[config.mk]
export PLATFORM = sky130hd
export DESIGN_NAME = pdm_sd2_modulator
export DESIGN_NICKNAME = d
export VERILOG_FILES = /design/src/rtl/pdm_pkg.sv /design/src/rtl/pdm_sd2_core.sv /design/src/rtl/pdm_sd2_modulator.sv
export SDC_FILE = /design/constraint.sdc
export NUM_CORES = 1
export LEC_CHECK = 0
export CAP_MARGIN = 25
export CORE_UTILIZATION = 55
export DETAILED_ROUTE_END_ITERATION = 10
export DONT_BUFFER_PORTS = 1
export PLACE_DENSITY = 0.8
export SYNTH_ARGS = -nofsm -noshare
export SYNTH_HDL_FRONTEND = slang
export SYNTH_HIERARCHICAL = 1
export SYNTH_SLANG_ARGS = --single-unit
[constraint.sdc]
create_clock -name clk -period 7.5 [get_ports clk]
set_clock_uncertainty 0.05 [all_clocks]
set_input_delay 0.75 -clock clk [delete_from_list [all_inputs] [get_ports clk]]
set_output_delay 0.75 -clock clk [all_outputs]
set_load 0.01 [all_outputs]
[src/rtl/pdm_pkg.sv]
// Shared parameters and arithmetic helpers for the PCM-to-PDM sigma-delta transmit path.
package pdm_pkg;

  localparam int OSR      = 64;
  localparam int L        = $clog2(OSR);
  localparam int DATA_W   = 16;
  localparam int ACC_W    = 24;
  localparam int CLIP     = 24576;
  localparam int FS       = 2 ** (DATA_W - 1);

  // Loop sums need two guard bits so saturation sees the true value before clamping.
  localparam int SUM_W    = ACC_W + 2;
  localparam int DELTA_W  = DATA_W + 1;
  localparam int INTERP_W = DATA_W + L + 1;

  localparam logic signed [ACC_W-1:0]  ACC_MAX = ACC_W'(2 ** (ACC_W - 1) - 1);
  localparam logic signed [ACC_W-1:0]  ACC_MIN = -ACC_MAX;
  localparam logic signed [DATA_W-1:0] PCM_MAX = DATA_W'(CLIP - 1);
  localparam logic signed [DATA_W-1:0] PCM_MIN = DATA_W'(-CLIP);

  function automatic logic signed [ACC_W-1:0] sat_acc(input logic signed [SUM_W-1:0] v);
    if (v > SUM_W'(ACC_MAX))      return ACC_MAX;
    else if (v < SUM_W'(ACC_MIN)) return ACC_MIN;
    else                          return ACC_W'(v);
  endfunction

  function automatic logic signed [DATA_W-1:0] clamp_pcm(input logic signed [DATA_W-1:0] v);
    if (v > PCM_MAX)      return PCM_MAX;
    else if (v < PCM_MIN) return PCM_MIN;
    else                  return v;
  endfunction

endpackage

[src/rtl/pdm_sd2_core.sv]
// Second-order sigma-delta loop: interpolated sample x in, one PDM bit per clock out.
module pdm_sd2_core
  import pdm_pkg::*;
(
  input  logic                     clk,
  input  logic                     rst,
  input  logic signed [DATA_W-1:0] x_i,
  output logic                     pdm_o
);

  logic signed [ACC_W-1:0] i1_q, i1_d;
  logic signed [ACC_W-1:0] i2_q, i2_d;
  logic signed [SUM_W-1:0] fb;
  logic                    y;
  logic                    pdm_q;

  // Both integrators update from the old i1, so i2 lags i1 by one cycle.
  always_comb begin
    y    = ~i2_q[ACC_W-1];
    fb   = y ? SUM_W'(FS) : -SUM_W'(FS);
    i1_d = sat_acc(SUM_W'(i1_q) + SUM_W'(x_i) - fb);
    i2_d = sat_acc(SUM_W'(i2_q) + SUM_W'(i1_q) - fb);
  end

  // NOTE: state registers use non-blocking assignment so every flop samples pre-edge values.
  always_ff @(posedge clk) begin
    if (rst) begin
      i1_q  <= '0;
      i2_q  <= '0;
      pdm_q <= 1'b0;
    end else begin
      i1_q  <= i1_d;
      i2_q  <= i2_d;
      pdm_q <= y;
    end
  end

  assign pdm_o = pdm_q;

endmodule

[src/rtl/pdm_sd2_modulator.sv]
// PCM-to-PDM transmitter: one-entry input buffer, frame counter, linear interpolator
// feeding the second-order sigma-delta core.
module pdm_sd2_modulator
  import pdm_pkg::*;
(
  input  logic                     clk,
  input  logic                     rst,
  input  logic signed [DATA_W-1:0] pcm_in,
  input  logic                     pcm_valid,
  output logic                     pcm_ready,
  output logic                     pdm_out,
  output logic                     underrun
);

  logic        [L-1:0]          cnt_q, cnt_d;
  logic signed [DATA_W-1:0]     buf_q, buf_d;
  logic                         buf_full_q, buf_full_d;
  logic signed [DATA_W-1:0]     cur_q, cur_d;
  logic signed [DATA_W-1:0]     prev_q, prev_d;
  logic signed [INTERP_W-1:0]   acc_q, acc_d;
  logic signed [DELTA_W-1:0]    delta_q, delta_d;
  logic                         underrun_q, underrun_d;
  logic signed [DATA_W-1:0]     x;
  logic                         boundary, load, accept, pdm_bit;

  assign boundary = (cnt_q == L'(OSR - 1));
  assign load     = (cnt_q == '0);
  assign accept   = pcm_valid & ~buf_full_q;

  // NOTE: every _d gets a default before the conditionals so no path leaves it unassigned (no latch).
  always_comb begin
    cnt_d      = cnt_q + L'(1);
    buf_d      = buf_q;
    buf_full_d = buf_full_q;
    cur_d      = cur_q;
    prev_d     = prev_q;
    underrun_d = boundary & ~buf_full_q;

    if (boundary) begin
      prev_d = cur_q;
      if (buf_full_q) begin
        cur_d      = buf_q;
        buf_full_d = 1'b0;
      end
    end

    // Only possible with an empty buffer, so it never collides with the drain above.
    if (accept) begin
      buf_d      = clamp_pcm(pcm_in);
      buf_full_d = 1'b1;
    end

    // Ramp restarts one cycle after the boundary from prev towards cur.
    if (load) begin
      acc_d   = INTERP_W'(prev_q) <<< L;
      delta_d = DELTA_W'(cur_q) - DELTA_W'(prev_q);
    end else begin
      acc_d   = acc_q + INTERP_W'(delta_q);
      delta_d = delta_q;
    end
  end

  always_ff @(posedge clk) begin
    if (rst) begin
      cnt_q      <= '0;
      buf_q      <= '0;
      buf_full_q <= 1'b0;
      cur_q      <= '0;
      prev_q     <= '0;
      acc_q      <= '0;
      delta_q    <= '0;
      underrun_q <= 1'b0;
    end else begin
      cnt_q      <= cnt_d;
      buf_q      <= buf_d;
      buf_full_q <= buf_full_d;
      cur_q      <= cur_d;
      prev_q     <= prev_d;
      acc_q      <= acc_d;
      delta_q    <= delta_d;
      underrun_q <= underrun_d;
    end
  end

  assign x = DATA_W'(acc_q >>> L);

  pdm_sd2_core u_core (
    .clk   (clk),
    .rst   (rst),
    .x_i   (x),
    .pdm_o (pdm_bit)
  );

  // Outputs are forced low while reset is asserted, not just after the reset edge.
  assign pcm_ready = ~buf_full_q & ~rst;
  assign pdm_out   = pdm_bit & ~rst;
  assign underrun  = underrun_q & ~rst;

endmodule

==> Word-level counts from Yosys, hierarchy flattened <==
Cells that the tools add are included.
W data, S select, Z words.
{ "totals": {"word_cells": 52, "out_inout_bits": 3, "input_bits": 19, "regBits": 145} }
{ "classes": {"addsub": 7, "mux": 10, "n_bitwise": 8, "reduce_logical": 6, "order_cmp": 6, "n_eq_ne": 1} }
{ "op_table": {"columns": ["cell", "count"], "rows": [
  ["$mux W23", 3],
  ["$gt A26 B24 Y1 const B", 2],
  ["$lt A26 B24 Y1 const B", 2],
  ["$sub A26 B26 Y26", 2],
  ["$mux W24", 2],
  ["$mux W16", 2],
  ["$mux W26", 1],
  ["$add A24 B16 Y25", 1],
  ["$add A24 B24 Y25", 1],
  ["$add A23 B17 Y23", 1],
  ["$sub A16 B16 Y17", 1],
  ["$gt A16 B16 Y1 const B", 1],
  ["$lt A16 B16 Y1 const B", 1],
  ["$add A6 B1 Y6 const B", 1],
  ["$eq A6 B6 Y1 const B", 1],
  ["$logic_not A6 Y1", 1],
  ["$reduce_or A2 Y1", 3],
  ["$and A1 B1 Y1", 5],
  ["$not A1 Y1", 3],
  ["$mux W1", 2],
  ["$reduce_and A2 Y1", 1],
  ["$reduce_bool A2 Y1", 1]
]} }

==> Longest topological paths before layout <==
Gate-level depths: netlist of run 1.
{ "depth": {"word_depth": 5, "depth_mapped": 16, "mapped_depth_nobuf": 13} }

==> Cells and area by module <==
The synthesis of run 1 kept the hierarchy.
{ "modules_own_cells": {"columns": ["module", "cells_each", "area_per_inst_um2", "instances", "seq_area_each_um2"], "rows": [
  ["pdm_sd2_core", 815, 6214.7, 1, 980.9],
  ["pdm_sd2_modulator", 650, 5215.0, 1, 1901.8]
]} }

==> Worst setup path after synthesis of run 1 <==
No wires, ideal clock.
{ "synth_timing": {"path_type": "reg-to-reg", "from": "reg u_core.i2_q[23]", "to": "reg u_core.i2_q[10]", "path_buffers": 1, "synth_period_minus_slack_ps": 4124, "t_arrival_ps": 3943, "path_slack_ps": 3376, "path_stages_with_launch": 14, "path_cell_list": "dfxtp_1 -> inv_1 -> fa_1 -> ha_1 -> o21ai_0 -> nor2_1 -> a2111o_1 -> a41o_1 -> or3_1 -> a211oi_2 -> a41oi_4 -> nor3_4 -> buf_6 -> o21ai_1"} }
{ "synth_between": {"elab_chain_cells": 5, "word_cells_on_any_way": 7, "cone_classes": "add/sub (2); order compare (2); mux (3)"} }
{ "synth_rtl": {"columns": ["element", "line", "source"], "rows": [
  ["start, declared", "pdm_sd2_core.sv:12", "logic signed [ACC_W-1:0] i2_q, i2_d;"],
  ["start signal, assigned", "pdm_sd2_core.sv:33", "i2_q <= i2_d;"],
  ["$add A24 B24 Y25 / $mux W26 (equally long branches)", "pdm_sd2_core.sv:22, pdm_sd2_core.sv:20", null],
  ["$sub A26 B26 Y26 (*)", "pdm_sd2_core.sv:22", "i2_d = sat_acc(SUM_W'(i2_q) + SUM_W'(i1_q) - fb);"],
  ["$lt A26 B24 Y1", "pdm_pkg.sv:23", "else if (v < SUM_W'(ACC_MIN)) return ACC_MIN;"],
  ["$mux W24", "pdm_pkg.sv:23", null],
  ["$mux W23 (*)", "pdm_pkg.sv:22", "if (v > SUM_W'(ACC_MAX)) return ACC_MAX;"]
]} }
Every way passes the cells marked *; elsewhere a longest branch is shown, timed or not.
A chain may end at the register's enable or synchronous reset.

==> Worst setup path after layout of run 1 <==
{ "layout_timing": {"from": "reg u_core.i2_q[23]", "to": "reg u_core.i2_q[22]"} }
The elaborated chain is that of the path after synthesis.

==> metrics, run 1 <==
Num CTS Buffers=17; slowest stage cell, crit path=dfxtp_1; Net Count, Synth=1623; PostCTS Resize Cnt=0; max incr delay on CP=0.72 ns; Core Region=20300 µm²; netlist area before placement=11400 µm²; Cell variety after synth=98; vias per cell=6.03; post-synthesis sequential area ratio=25.2%; Final setup violation count=0; Cells after Synth=about 1.5k; CP arrival=5.14 ns; DRT iter0 DRCs=790; most common cell after layout, fill and taps aside=nand2_1; GR Util All Layers=a little over a quarter; fin crit share=65.8%; DRC Markers=0; row cnt=52; Layout area overhead=6.27%; dpl hpwl=21500 µm; worst-skew pair later-pin latency=~0.43 ns; maxcap violations=0; Required @ worst endpoint=7.71 ns; final WL=28200 µm; Crit path max-delay family=simple AND/OR/NAND/NOR gates; largest net degree at the start of global routing=between 100 and 150; first-pass GRT wire length=47100 µm; Pre-Repair DR Iteration Count=5; Primary FF master, synth=dfxtp_1; Max Clock Freq=203 MHz; Syn Area/Cell=just under 8 µm²; most frequent cells in the layout=nand2_1 (180), inv_1 (169), a21oi_1 (146), dfxtp_1 (144), ha_1 (122); H-tree depth=4; Max Root-Sink Buffers=2; Setup crit end kind=flop; clk sinks=approximately 140; Die Y=roughly 150 µm; initial antenna violation count=0; die footprint=21400 µm²; CP Cell Sequence=inv_1 -> fa_1 -> ha_1 -> a21oi_1 -> o21a_1 -> nand3_1 -> or4_1 -> and3_1 -> a2111oi_4 -> a41oi_4 -> nor3_4 -> o21ai_0; Tmin final=between 4 and 5 ns; Hold Crit Class=input pin to flop; R2R setup slack=2.57 ns; antenna fix cells=0; worst relative slew slack=43.1%; vias post-DR=just over 10k; post-layout util=59.8%; status=completed; Slew @ Worst Pin=0.847 ns; number of synthesized flops with an enable pin=0; RSZ-0062 raised after global routing=false; WL/cell=between 15 and 20 µm; CP Launch Type=flop; Hold-fix buffers, CTS=0; Ports=22; Worst-path clk slew=approximately 0.07 ns; Initial Util=between 50% and 60%; Final Hold Violating Endpoints=0; Post-synth ARST share=0%; GP Congestion=0.907; CP bufs+invs=1; layout cells sized above 1=6.22%; vias in the first global route=just under 10k; Die X=146 µm; setup bufs post-CTS=0; CTS root buf=clkbuf_16; critical setup path kind=flop to flop; Crit Path Max Fanout=15; Setup crit start=u_core/i2_q[23]; Hold Crit Start=rst; CTS tree=yes; post-route ant nets=0; IO buf count=0; r2r startpoint=u_core/i2_q[23]; Seq cells post-synth=144; final net count=1592; Warnings, synthesis=6; total global routing overflow=0; setup TNS=0 ns; Slew Limit Fails=0
final timing paths:
| kind | to | cells past startpoint |
|---|---|---|
| worst max-delay path | u_core/i2_q[22] | 12 |
| worst min-delay path | cnt_q[0] | 1 |
| worst max register to register | u_core/i2_q[22] | 12 |
| worst min register to register | cur_q[12] | 2 |
layout make-up:
cell class | instances | area [µm²]
Fill cell | 1799 | 8150
Multi-Input combinational cell | 1098 | 7660
Sequential cell | 144 | 2880
Inverter | 170 | 638
Clock buffer | 18 | 439
Tap cell | 270 | 338
Clock inverter | 14 | 169
Timing Repair Buffer | 3 | 22.5
kinds of logic after synthesis:
| family | synth area share (%) |
|---|---|
| flip-flops | 25.2 |
| XOR/XNOR | 4.44 |
| buffers and inverters | 7.78 |
| adder cells (fa/ha/maj) | 16.3 |
| AO/OA/AOI/OAI | 26.4 |
| multiplexers | 0.547 |
| AND/OR/NAND/NOR | 19.3 |
cells in the mapped netlist (all sizes together) (4+ instances only):
cell | count | share of area (%)
a2111oi | 5 | 0.55
and3 | 15 | 0.82
nand2b | 28 | 1.6
fa | 17 | 3.0
inv | 169 | 5.6
a211oi | 17 | 1.3
nor4 | 9 | 0.60
nand3 | 37 | 1.6
xor2 | 32 | 2.5
o2111ai | 6 | 0.51
or2 | 9 | 0.49
o21a | 25 | 1.6
o311ai | 16 | 1.2
o21ai | 94 | 4.3
a21boi | 4 | 0.36
dfxtp | 144 | 25
o22ai | 4 | 0.22
nand4 | 13 | 0.71
o221ai | 5 | 0.65
o31ai | 11 | 0.77
clkbuf | 31 | 1.0
ha | 122 | 13
o211ai | 25 | 1.8
xnor2 | 26 | 2.0
mux2i | 4 | 0.35
and2 | 17 | 0.94
a21o | 24 | 1.6
a31oi | 15 | 0.88
buf | 22 | 1.2
nor2b | 13 | 0.78
a211o | 8 | 0.62
nor2 | 71 | 2.4
or3 | 24 | 1.3
a2111o | 4 | 0.39
a21oi | 148 | 6.6
nor3 | 21 | 1.0
nand2 | 180 | 5.9
flip-flops by register name (all words and copies together) (netlist names):
| signal | flops |
|---|---|
| u_core/i2_q | 24 |
| prev_q | 16 |
| delta_q | 17 |
| u_core/pdm_o | 1 |
| cur_q | 16 |
| underrun_q | 1 |
| acc_q | 22 |
| cnt_q | 6 |
| buf_full_q | 1 |
| buf_q | 16 |
| u_core/i1_q | 24 |
per-layer routing:
metal / vias up / global-route usage (%) / share of wire (%)
li1: 5105 / - / -
met1: 4846 / 34.5 / 44
met2: 354 / 46.1 / 48
met3: 52 / 3.47 / 5.6
met4: 0 / 8.80 / 2.0
met5: - / 0 / 0
stage by stage:
stage	worst slack, ns	std cells	hold WS, ns	cell area [µm²]
detailed placement	2.65	1684	0.384	11500
finish	2.57	1717	0.357	12100
floorplan	3.38	1465	0.379	11400
global placement	2.85	1684	0.385	11500
CTS	2.60	1716	0.328	12100
global route	2.24	1717	0.337	12100
Power of run 1 is left out: the tool's default activity adds up to more than one toggle a clock period on the data nets, which glitch-free logic cannot reach.
==> run 2, diff against run 1 <==
Settings changed: PLACE_DENSITY 0.8 to 0.83.
Clock period 7.5 ns to 3.97 ns, I/O delays scaled along.
==> metrics, run 2 (synthesized netlist as in run 1, its figures left out) <==
total global routing overflow=0 (unchanged); Num CTS Buffers=17 (unchanged); Pre-Repair DR Iteration Count=6 (+1); initial antenna violation count=0 (unchanged); Tmin final=3.90 ns (-1.04 ns); Hold Crit Class=input pin to flop; most frequent cells in the layout=nand2_1 (179), inv_1 (167), a21oi_1 (144), dfxtp_1 (143), ha_1 (117); final net count=1623 (+1.9%); reg2reg end=u_core/i2_q[4]; GR peak layer=met2; Required @ worst endpoint=4.23 ns (-3.48 ns); first-pass GRT wire length=48100 µm (+2.0%); Die Y=146 µm (unchanged); GP Congestion=0.937 (+3.3%); CP Launch Type=flop; DRC Markers=0 (unchanged); met1 Use GR=32.2% (-2.4 points); Setup crit end kind=flop; maxcap violations=0 (unchanged); WL/cell=17.0 µm (+3.5%); r2r startpoint=u_core/i2_q[23]; Layout area overhead=9.72%; Core Region=20300 µm² (unchanged); Slew Limit Fails=0 (unchanged); Place WS=-0.150 ns (-2.80 ns); Crit Path Max Fanout=7 (-8); critical setup path kind=flop to flop; CTS root buf=clkbuf_16; CTS tree=yes; antenna fix cells=0 (unchanged); vias in the first global route=10.1k (+2.4%); status=completed; Die X=146 µm (unchanged); Top Registers=u_core/i1_q: 24 flops, u_core/i2_q: 24 flops, acc_q: 22 flops; Final setup violation count=0 (unchanged); largest net degree at the start of global routing=59 (-44%); R2R depth=13 (+1); H-tree depth=4 (unchanged); # placed instances=1707 (+1.4%); layout cells sized above 1=9.34% (+3.1 points); fin crit share=98.2% (+32 points); IO buf count=0 (unchanged); Setup crit start=u_core/i2_q[23]; Final Hold Violating Endpoints=0 (unchanged); most common cell after layout, fill and taps aside=nand2_1; Worst-path clk slew=0.06 ns (about the same); dpl hpwl=22000 µm (+2.4%); Layout Cells excl Fill=1748 (+1.8%); vias per cell=5.98 (-0.91%); Critical Path Sink=u_core/i2_q[4]; GR Util All Layers=27.6% (+0.85 points); Max Root-Sink Buffers=2 (unchanged); GRT met3 Usage=4.44% (+0.97 points); worst relative slew slack=38.0% (-5.1 points); die footprint=21400 µm² (unchanged); Initial Util=56.3% (unchanged); CP arrival=4.16 ns (-0.98 ns); clk sinks=144 (unchanged); R2R setup slack=0.07 ns (-2.49 ns); row cnt=52 (unchanged); Max Clock Freq=257 MHz (+27%); Ports=22 (unchanged); GR Util met2=50.4% (+4.2 points); Slew @ Worst Pin=0.918 ns (+0.0715 ns); vias post-DR=10.4k (+0.88%); DRT iter0 DRCs=747 (-5.4%); setup ws final=0.0720 ns (-2.49 ns); post-route ant nets=0 (unchanged); final WL=29700 µm (+5.4%); worst-skew pair later-pin latency=0.43 ns (about the same)
[run 2: routing by layer]
metal | routed length, µm | vias to the layer above
met1 | 12600 | 4894
met5 | 0 | -
met3 | 1390 | 70
met4 | 871 | 0
li1 | - | 5168
met2 | 14800 | 316
[run 2: timing repair]
item	in CTS	in global routing
buffers inserted	5	1
resized for setup	3	28
setup endpoints to repair	26	41
hold buffers	2	0
hold endpoints to repair	58	0
pin swaps	1	5
[run 2: area by class of cell]
type                    count  area [µm²]
fillers                  1762        7760
well taps                 270         338
repair buffers             34         290
multi-input cells        1098        7780
clock buffers              20         457
flip-flops and latches    144        2890
inverters                 170         642
clock inverters            12         148
[run 2: how the worst min path moves through the flow]
stage	depth (start not counted)	to	slack, ns	start
after CTS	1	u_core/i1_q[23]	0.0009	rst
after detailed placement	2	cur_q[10]	0.39	buf_q[10]
final	1	u_core/i1_q[23]	0.04	rst
after global routing	1	u_core/i1_q[23]	0.005	rst
after global placement	2	cur_q[10]	0.38	buf_q[10]
after floorplan	2	cur_q[0]	0.38	buf_q[0]
[run 2: stage by stage]
| stage | instance area (µm²) | setup TNS [ns] | hold WS (ns) | util (%) |
|---|---|---|---|---|
| 2_1_floorplan | 11400 | 0 | 0.379 | - |
| 3_3_place_gp | 11700 | 0 | 0.380 | 57.7 |
| 3_5_place_dp | 11700 | -1.65 | 0.385 | 57.7 |
| 4_1_cts | 12400 | 0 | 0.000909 | 61.2 |
| 5_1_grt | 12500 | -0.00865 | 0.00511 | 61.8 |
| 6_report | 12500 | 0 | 0.0414 | 61.8 |
[run 2: worst max-delay path, stage by stage, from the launching register on]
cell and delay, ns:
dfxtp_4 0.37, clkinvlp_4 0.15, fa_1 0.48, ha_1 0.27
a211oi_1 0.25, nor2_1 0.10, a2111o_1 0.38, a41o_1 0.26
or3_1 0.41, a211oi_4 0.29, a41oi_4 0.22, buf_4 0.20
o31ai_1 0.24, nand2_1 0.10
Power of run 2 is left out for the same reason.
